## config.mk

```make
export PLATFORM = sky130hd
export DESIGN_NAME = sync_fifo_ctl
export DESIGN_NICKNAME = d
export VERILOG_FILES = /design/src/rtl/sync_fifo_ctl.sv
export SDC_FILE = /design/constraint.sdc
export NUM_CORES = 1
export LEC_CHECK = 0
export CAP_MARGIN = 30
export CORE_ASPECT_RATIO = 0.5
export CORE_MARGIN = 1
export CORE_UTILIZATION = 41
export CTS_CLUSTER_DIAMETER = 30
export DETAILED_ROUTE_END_ITERATION = 8
export SLEW_MARGIN = 0
export SYNTH_ARGS = -nofsm -noshare
export SYNTH_HDL_FRONTEND = slang
export SYNTH_SLANG_ARGS = --single-unit
```

## constraint.sdc

```tcl
create_clock -name clk -period 14 [get_ports clk]
set_input_delay 2.1 -clock clk [delete_from_list [all_inputs] [get_ports clk]]
set_output_delay 2.1 -clock clk [all_outputs]
set_load 0.03 [all_outputs]
```

## src/rtl/sync_fifo_ctl.sv

```systemverilog
// sync_fifo_ctl: single-clock FIFO with almost-full threshold, selectable registered/FWFT read, flush and sticky errors
module sync_fifo_ctl #(
  parameter int DATA_W = 74,
  parameter int ADDR_W = 4,
  parameter int FWFT   = 0
) (
  input  logic              clk,
  input  logic              srst,
  input  logic              flush,
  input  logic              clr_err,
  input  logic [ADDR_W:0]   k_lim,
  input  logic              wrreq,
  input  logic [DATA_W-1:0] wrdata,
  output logic              wrfull,
  output logic              almfull,
  input  logic              rdreq,
  output logic [DATA_W-1:0] rddata,
  output logic              rdempty,
  output logic [ADDR_W:0]   usedw,
  output logic              overflow,
  output logic              underflow
);
  localparam logic [ADDR_W:0] DEPTH = (ADDR_W+1)'(2**ADDR_W);
  logic [DATA_W-1:0] mem [2**ADDR_W];
  logic [DATA_W-1:0] rd_q;
  logic [ADDR_W-1:0] wr_ptr, rd_ptr;
  logic [ADDR_W:0]   nxt;
  logic              wr_ok, rd_ok, clr;
  always_comb begin
    clr   = srst | flush;
    wr_ok = wrreq & ~wrfull & ~clr;
    rd_ok = rdreq & ~rdempty & ~clr;
    nxt   = clr ? '0 : usedw + (ADDR_W+1)'(wr_ok) - (ADDR_W+1)'(rd_ok);
  end
  // flags come from the next count so they move in the same cycle as usedw
  always_ff @(posedge clk) begin
    usedw     <= nxt;
    wrfull    <= nxt == DEPTH;
    rdempty   <= nxt == '0;
    almfull   <= nxt >= k_lim;
    wr_ptr    <= clr ? '0 : wr_ptr + ADDR_W'(wr_ok);
    rd_ptr    <= clr ? '0 : rd_ptr + ADDR_W'(rd_ok);
    overflow  <= srst ? 1'b0 : (wrreq & wrfull & ~flush) | (overflow & ~clr_err);
    underflow <= srst ? 1'b0 : (rdreq & rdempty & ~flush) | (underflow & ~clr_err);
    rd_q      <= srst ? '0 : rd_ok ? mem[rd_ptr] : rd_q;
  end
  always_ff @(posedge clk)
    if (wr_ok) mem[wr_ptr] <= wrdata;
  assign rddata = (FWFT != 0) ? mem[rd_ptr] : rd_q;
endmodule

```

==> results.sh, run 1 <==
export IMPL_status="finished with violations"
export IMPL_violations="design-rule violations"
export IMPL_boundaryPins=169
export IMPL_cts_sinks=1276
export IMPL_start_util_pct=41.4
export IMPL_whs_ns=0.451
export IMPL_drive_gt1_share_pct=17.9
export IMPL_cts_made_buffers=157
export IMPL_cts_hold_buf=0
export IMPL_critical_path_max_stage_delay_ns=0.68
export IMPL_seq_area_frac_synth_pct=78.2
export IMPL_wl_per_cell_um=25.2
export IMPL_dr_pass1_iters=7
export IMPL_cp_end_kind="register"
export IMPL_min_period_over_period_pct=37.2
export IMPL_synthXorXnorAreaFrac_pct=0.183
export IMPL_leakage_nw=17.3
export IMPL_io_buffers=168
export IMPL_finalSetupViolCount=0
export IMPL_grt_ovfl_total=0
export IMPL_crit_chain="clkdlybuf4s50_1 > nor2_1 > nand3b_1 > or3_1 > nor2_4 > buf_4 > buf_12"
export IMPL_clk_pin_slew_ns=0.06
export IMPL_cpMaxStageDelayCell="nor2_4"
export IMPL_root_buffer="clkbuf_16"
export IMPL_whs_path_depth=2
export IMPL_fin_crit_ns=5.21
export IMPL_rows=88
export IMPL_synth_distinct_cells=34
export IMPL_drt_iter0_markers=2241
export IMPL_path_class="in -> reg"
export IMPL_post_cts_buffers=0
export IMPL_final_setup_tns_ns=0
export IMPL_startpoint_type="input pin"
export IMPL_rr_worst_depth=7
export IMPL_min_path_type="reg -> reg"
export IMPL_fin_nets=2755
export IMPL_synth_warnings=0
export IMPL_grt_pass1_wl_mm=162
export IMPL_cts_repair_resized=0
export IMPL_h_tree_depth=4
export IMPL_drc=4
export IMPL_slew_viol_final=0
export IMPL_gp_congestion=0.757
export IMPL_vias=23700
export IMPL_die_y_um=243
export IMPL_cts_max_path_buffers=3
export IMPL_power_mw=8.33
export IMPL_max_cap_violations=0
export IMPL_synth_compound_area_share_pct=3.64
export IMPL_area_delta_synth_final_pct=18.8
export IMPL_muxShareOfSynthArea_pct=13.2
export IMPL_ys_seq_elements=1276
export IMPL_rsz0062_at_grt="false"
export IMPL_p_per_area_nw_per_um2=147
export IMPL_irDropWorstVdd_v=0.000125
export IMPL_grt_pass1_vias=24700
export IMPL_drt_wl_total_mm=109
export IMPL_dp_hpwl_mm=59.5
export IMPL_slew_headroom_pct=33.2
export IMPL_detail_route_antenna_nets=0
export IMPL_synth_fp_nets=2503
export IMPL_pre_cts_ws_ns=7.86
export IMPL_grtUsageTotal_pct=18.6
export IMPL_tightest_slew_ns=1.00
export IMPL_cts_tree="yes"
export IMPL_die_w_um=485
export IMPL_synth_fa_ha_area_share_pct=0.356
export IMPL_clock_latency_ns=0.77
export IMPL_grt_max_degree=112
export IMPL_via_per_inst=5.49
export IMPL_finalWorstSetupSlack_ns=8.79
export IMPL_synthCells=2405
export IMPL_max_freq_mhz=192
export IMPL_skew_ns=0.0330
export IMPL_finalHoldViolCount=0
export IMPL_antenna_found_initial=4
export IMPL_worstPathRequired_ns=14.43
export IMPL_synth_area_um2=47800
export IMPL_coreArea_um2=115000
export IMPL_syn_avg_cell_area_um2=19.9
export IMPL_dieArea_um2=118000
export IMPL_synth_top_family_by_area="multiplexers"
export IMPL_worst_path_max_fanout=28
export IMPL_synth_simple_area_share_pct=2.83
export IMPL_arrival_ns=5.64
[Yosys cell counts]
library cell     n  share of area, %
and2_1           7             0.092
buf_4           11              0.17
dfxtp_1         92               3.9
nor2b_1          5             0.065
buf_6            8              0.19
a22oi_1        221               3.5
a32oi_1          3             0.055
nand2b_1         3             0.039
mux4_2         148               7.0
a21o_1           2             0.031
or3_1            1             0.013
nor3_1           4             0.042
buf_1            5             0.039
nand3b_1         1             0.016
mux2i_1        297               6.2
inv_1           12             0.094
edfxtp_1      1184                74
nor2_1          30              0.24
or2_2            1             0.013
o21ai_0          2             0.021
clkbuf_1        30              0.24
xor2_1           3             0.055
nand2_1         79              0.62
xnor2_1          7              0.13
nor4b_4          1             0.050
nand2b_4         1             0.029
nand3_1        148               1.5
a31oi_1          1             0.013
a21oi_1          5             0.052
fa_1             1             0.042
nor2_8           1             0.042
ha_1            12              0.31
nor2_4           1             0.024
buf_2           78              0.82
[registers in the layout (all words and copies together), names as in the netlist]
| name | flops |
|---|---|
| almfull | 1 |
| mem | 1184 |
| overflow | 1 |
| rd_ptr | 4 |
| rddata | 74 |
| rdempty | 1 |
| underflow | 1 |
| usedw | 5 |
| wr_ptr | 4 |
| wrfull | 1 |
[layer usage]
| metal | part of all wire (%) | global-route usage (%) |
|---|---|---|
| met2 | 48 | 29.7 |
| met3 | 5.8 | 3.12 |
| met4 | 2.2 | 6.48 |
| met1 | 44 | 25.8 |
| met5 | 0.0064 | 0 |
[logic make-up (layout without fill, tap and decap cells)]
logic type / after synthesis / after routing
AO/OA/AOI/OAI: 234 / 234
XOR/XNOR: 10 / 10
adder cells (fa/ha/maj): 13 / 13
buffers and inverters: 144 / 527
flip-flops: 1276 / 1276
multiplexers: 445 / 445
other: 0 / 2
AND/OR/NAND/NOR: 283 / 283
[final cells by class]
class                           count  area, um^2
Antenna cell                        2        5.00
Inverter                           12        45.0
Sequential cell                  1276       37400
Tap cell                         1530        1910
Fill cell                        9344       58600
Clock buffer                      180        4160
Timing Repair Buffer              225        2380
Clock inverter                    110        1070
Multi-Input combinational cell    985        9810
[per-stage QoR]
stage | util (%) | instances | cell area (um^2)
final | 49.2 | 4320 | 56800
after detailed placement | 44.5 | 4021 | 51400
after floorplan | - | 2405 | 47800
after CTS | 49.1 | 4311 | 56600
after global placement | 44.4 | 4013 | 51200
after global routing | 49.2 | 4318 | 56800
[cell usage in the layout, fill, tap and decap left out, types with 8 or more instances in the layout]
| cell | netlist | final |
|---|---|---|
| edfxtp_1 | 1184 | 1184 |
| clkbuf_1 | 30 | 12 |
| clkinvlp_4 | 0 | 18 |
| mux2i_1 | 297 | 297 |
| inv_1 | 12 | 12 |
| nand3_1 | 148 | 148 |
| clkbuf_16 | 0 | 160 |
| clkbuf_8 | 0 | 8 |
| nand2_1 | 79 | 79 |
| buf_4 | 11 | 41 |
| mux4_2 | 148 | 148 |
| clkdlybuf4s50_1 | 0 | 168 |
| a22oi_1 | 221 | 221 |
| dfxtp_1 | 92 | 89 |
| ha_1 | 12 | 12 |
| bufinv_16 | 0 | 10 |
| buf_16 | 0 | 9 |
| nor2_1 | 30 | 17 |
| clkinv_1 | 0 | 14 |
| inv_6 | 0 | 26 |
| clkinv_2 | 0 | 16 |
| clkinv_4 | 0 | 15 |
| nor2_4 | 1 | 14 |
[worst paths after layout]
| kind | startpoint | end | slack [ns] |
|---|---|---|---|
| max | srst | mem[8][14] | 8.79 |
| min | rddata[38] | rddata[38] | 0.45 |
| max reg2reg | rd_ptr[3] | rddata[9] | 9.45 |
| min reg2reg | rddata[38] | rddata[38] | 0.45 |
[where the power goes]
group	internal [mW]	switching [mW]	total, mW
sequential	4.18	0.00626	4.18
combinational	0.0517	0.101	0.152
clock	2.36	1.64	4.00
[worst max-delay path, delay by kind of cell]
| family | cells | cell delay (ns) |
|---|---|---|
| simple gates | 4 | 2.05 |
| buf+inv | 3 | 1.41 |
No activity file was read; power rests on OpenSTA's default activity.
==> run 2: changes to the inputs <==
==> constraint.sdc (replaced) <==
create_clock -name clk -period 4.45 [get_ports clk]
set_input_delay 0.6675 -clock clk [delete_from_list [all_inputs] [get_ports clk]]
set_output_delay 0.6675 -clock clk [all_outputs]
set_load 0.03 [all_outputs]
==> run 2 against run 1 <==
  * The flow still finishes with violations (design-rule violations)
  * Global-route usage is 0.053 points lower
  * Sequential cell count stayed put
  * Critical path depth up 6
  * Clock power increased to 3.3 times the previous value
  * Via count fell by 0.10%
  * Largest cell class unchanged
  * Largest power group is now clock
  * Highest routed layer is now met4
==> results.sh, run 2 (synthesis results as in run 1) <==
export IMPL_status="finished with violations"
export IMPL_violations="design-rule violations"
export IMPL_critical_path_max_stage_delay_ns=0.56
export IMPL_io_buffers=168
export IMPL_startpoint_type="input pin"
export IMPL_final_util_pct=49.6
export IMPL_final_cell_mix="edfxtp_1, mux2i_1, a22oi_1"
export IMPL_gp_congestion=0.751
export IMPL_cts_repair_resized=0
export IMPL_fin_crit_ns=3.24
export IMPL_path_class="in -> reg"
export IMPL_rsz0062_at_grt="false"
export IMPL_min_path_type="reg -> reg"
export IMPL_grt_util_met2_pct=30.1
export IMPL_leakage_nw=17.4
export IMPL_max_freq_mhz=309
export IMPL_detail_route_antenna_nets=0
export IMPL_grt_use_met3_pct=2.79
export IMPL_antenna_found_initial=3
export IMPL_p_sw_mw=5.25
export IMPL_cp_end_kind="register"
export IMPL_use_met1_pct=25.5
export IMPL_dp_hpwl_mm=56.0
export IMPL_worst_path_max_fanout=6
export IMPL_cpLargestDelayFamily="adder cells"
export IMPL_rows=88
export IMPL_final_setup_tns_ns=0
export IMPL_whs_ns=0.454
export IMPL_clk_pin_slew_ns=0.05
export IMPL_slew_headroom_pct=35.6
export IMPL_cpMaxStageDelayCell="clkdlybuf4s50_1"
export IMPL_grt_busiest_layer="met2"
export IMPL_power_internal_mw=21.7
export IMPL_boundaryPins=169
export IMPL_wl_per_cell_um=25.1
export IMPL_cp_buffers_inverters=1
export IMPL_cts_max_path_buffers=3
export IMPL_pwr_share_clk_pct=49.4
export IMPL_seqPwrFrac_pct=48.9
export IMPL_grt_pass1_wl_mm=161
export IMPL_dr_pass1_iters=7
export IMPL_area_delta_synth_final_pct=19.7
export IMPL_cts_hold_buf=0
export IMPL_max_cap_violations=0
export IMPL_slew_viol_final=0
export IMPL_regMostFlops="mem"
export IMPL_cts_made_buffers=157
export IMPL_drt_wl_total_mm=109
export IMPL_cts_tree="yes"
export IMPL_start_util_pct=41.4
export IMPL_pre_cts_ws_ns=0.479
export IMPL_via_per_inst=5.49
export IMPL_worstPathRequired_ns=5.06
export IMPL_grt_max_degree=127
export IMPL_die_y_um=243
export IMPL_arrival_ns=3.85
export IMPL_dieArea_um2=118000
export IMPL_power_mw=26.9
export IMPL_finalSetupViolCount=0
export IMPL_die_w_um=485
export IMPL_layout_commonest_cell="edfxtp_1"
export IMPL_fin_nets=2755
export IMPL_tightest_slew_ns=0.966
export IMPL_h_tree_depth=4
export IMPL_cts_sinks=1276
export IMPL_p_per_area_nw_per_um2=471
export IMPL_skew_ns=0.0303
export IMPL_irDropWorstVdd_v=0.000298
export IMPL_drc=1
export IMPL_post_cts_buffers=0
export IMPL_crit_chain="clkdlybuf4s50_1 > nor2_1 > nand3b_1 > xnor2_1 > ha_1 > fa_1 > a21o_1 > a21oi_1 > xnor2_1 > nor2_1 > ha_1 > nor2_1 > a21oi_1"
export IMPL_cpMostUsedCell="nor2_1"
export IMPL_finalHoldViolCount=0
export IMPL_grtUsageTotal_pct=18.5
export IMPL_clock_latency_ns=0.75
export IMPL_root_buffer="clkbuf_16"
export IMPL_drive_gt1_share_pct=17.7
export IMPL_largest_register_ffs=1184
export IMPL_finalWorstSetupSlack_ns=1.21
export IMPL_drt_iter0_markers=1920
export IMPL_coreArea_um2=115000
export IMPL_min_period_over_period_pct=72.8
export IMPL_fill_cells=9252
export IMPL_power_frac_comb_pct=1.7
export IMPL_grt_ovfl_total=0
export IMPL_grt_pass1_vias=24600
export IMPL_switching_share_pct=19.5
export IMPL_vias=23700
==> run 2: path summary, 6_finish.rpt <==
path,start,to,slack (ns),cells past startpoint
max,srst,almfull,1.21,13
max reg2reg,rdempty,almfull,1.57,11
min reg2reg,rddata[1],rddata[1],0.45,2
min,rddata[1],rddata[1],0.45,2
==> run 2: final cells by class <==
type | instances | area [um^2] | share of cell area [%]
multi-input combinational | 985 | 9830 | 17.2
timing repair buffer | 225 | 2450 | 4.28
clock inverter | 97 | 1250 | 2.18
inverter | 12 | 45.0 | 0.0788
tap | 1530 | 1910 | 3.35
clock buffer | 193 | 4290 | 7.50
antenna | 1 | 2.50 | 0.00438
sequential | 1276 | 37400 | 65.4
==> run 2: metal layers <==
metal,vias to the layer above,wire [um],part of all wire (%)
met1,12600,48300,45
met3,150,5140,4.7
met4,0,2410,2.2
met5,-,0,0
met2,601,52700,49
li1,10400,-,-
==> run 2: worst reg2reg max path: stages, from the launching register on <==
cell     delay [ns]
dfxtp_1        0.36
nor4b_4        0.49
xnor2_1        0.13
ha_1           0.23
fa_1           0.44
a21o_1         0.20
a21oi_1        0.19
xnor2_1        0.09
nor2_1         0.19
ha_1           0.28
nor2_1         0.11
a21oi_1        0.04
==> run 2: through the flow <==
stage               cells  area, um^2
global placement     4028       51600
finish               4319       57200
detailed placement   4028       51600
global route         4319       57200
floorplan            2405       47800
CTS                  4318       57200
==> run 2: power groups by stage <==
stage               sequential (mW)  combinational (mW)  clock [mW]
finish                         13.2               0.461        13.3
global route                   13.2               0.497        14.0
CTS                            13.2               0.466        13.5
detailed placement             13.4               0.465           0
global placement               13.4               0.452           0
floorplan                      13.4               0.134           0
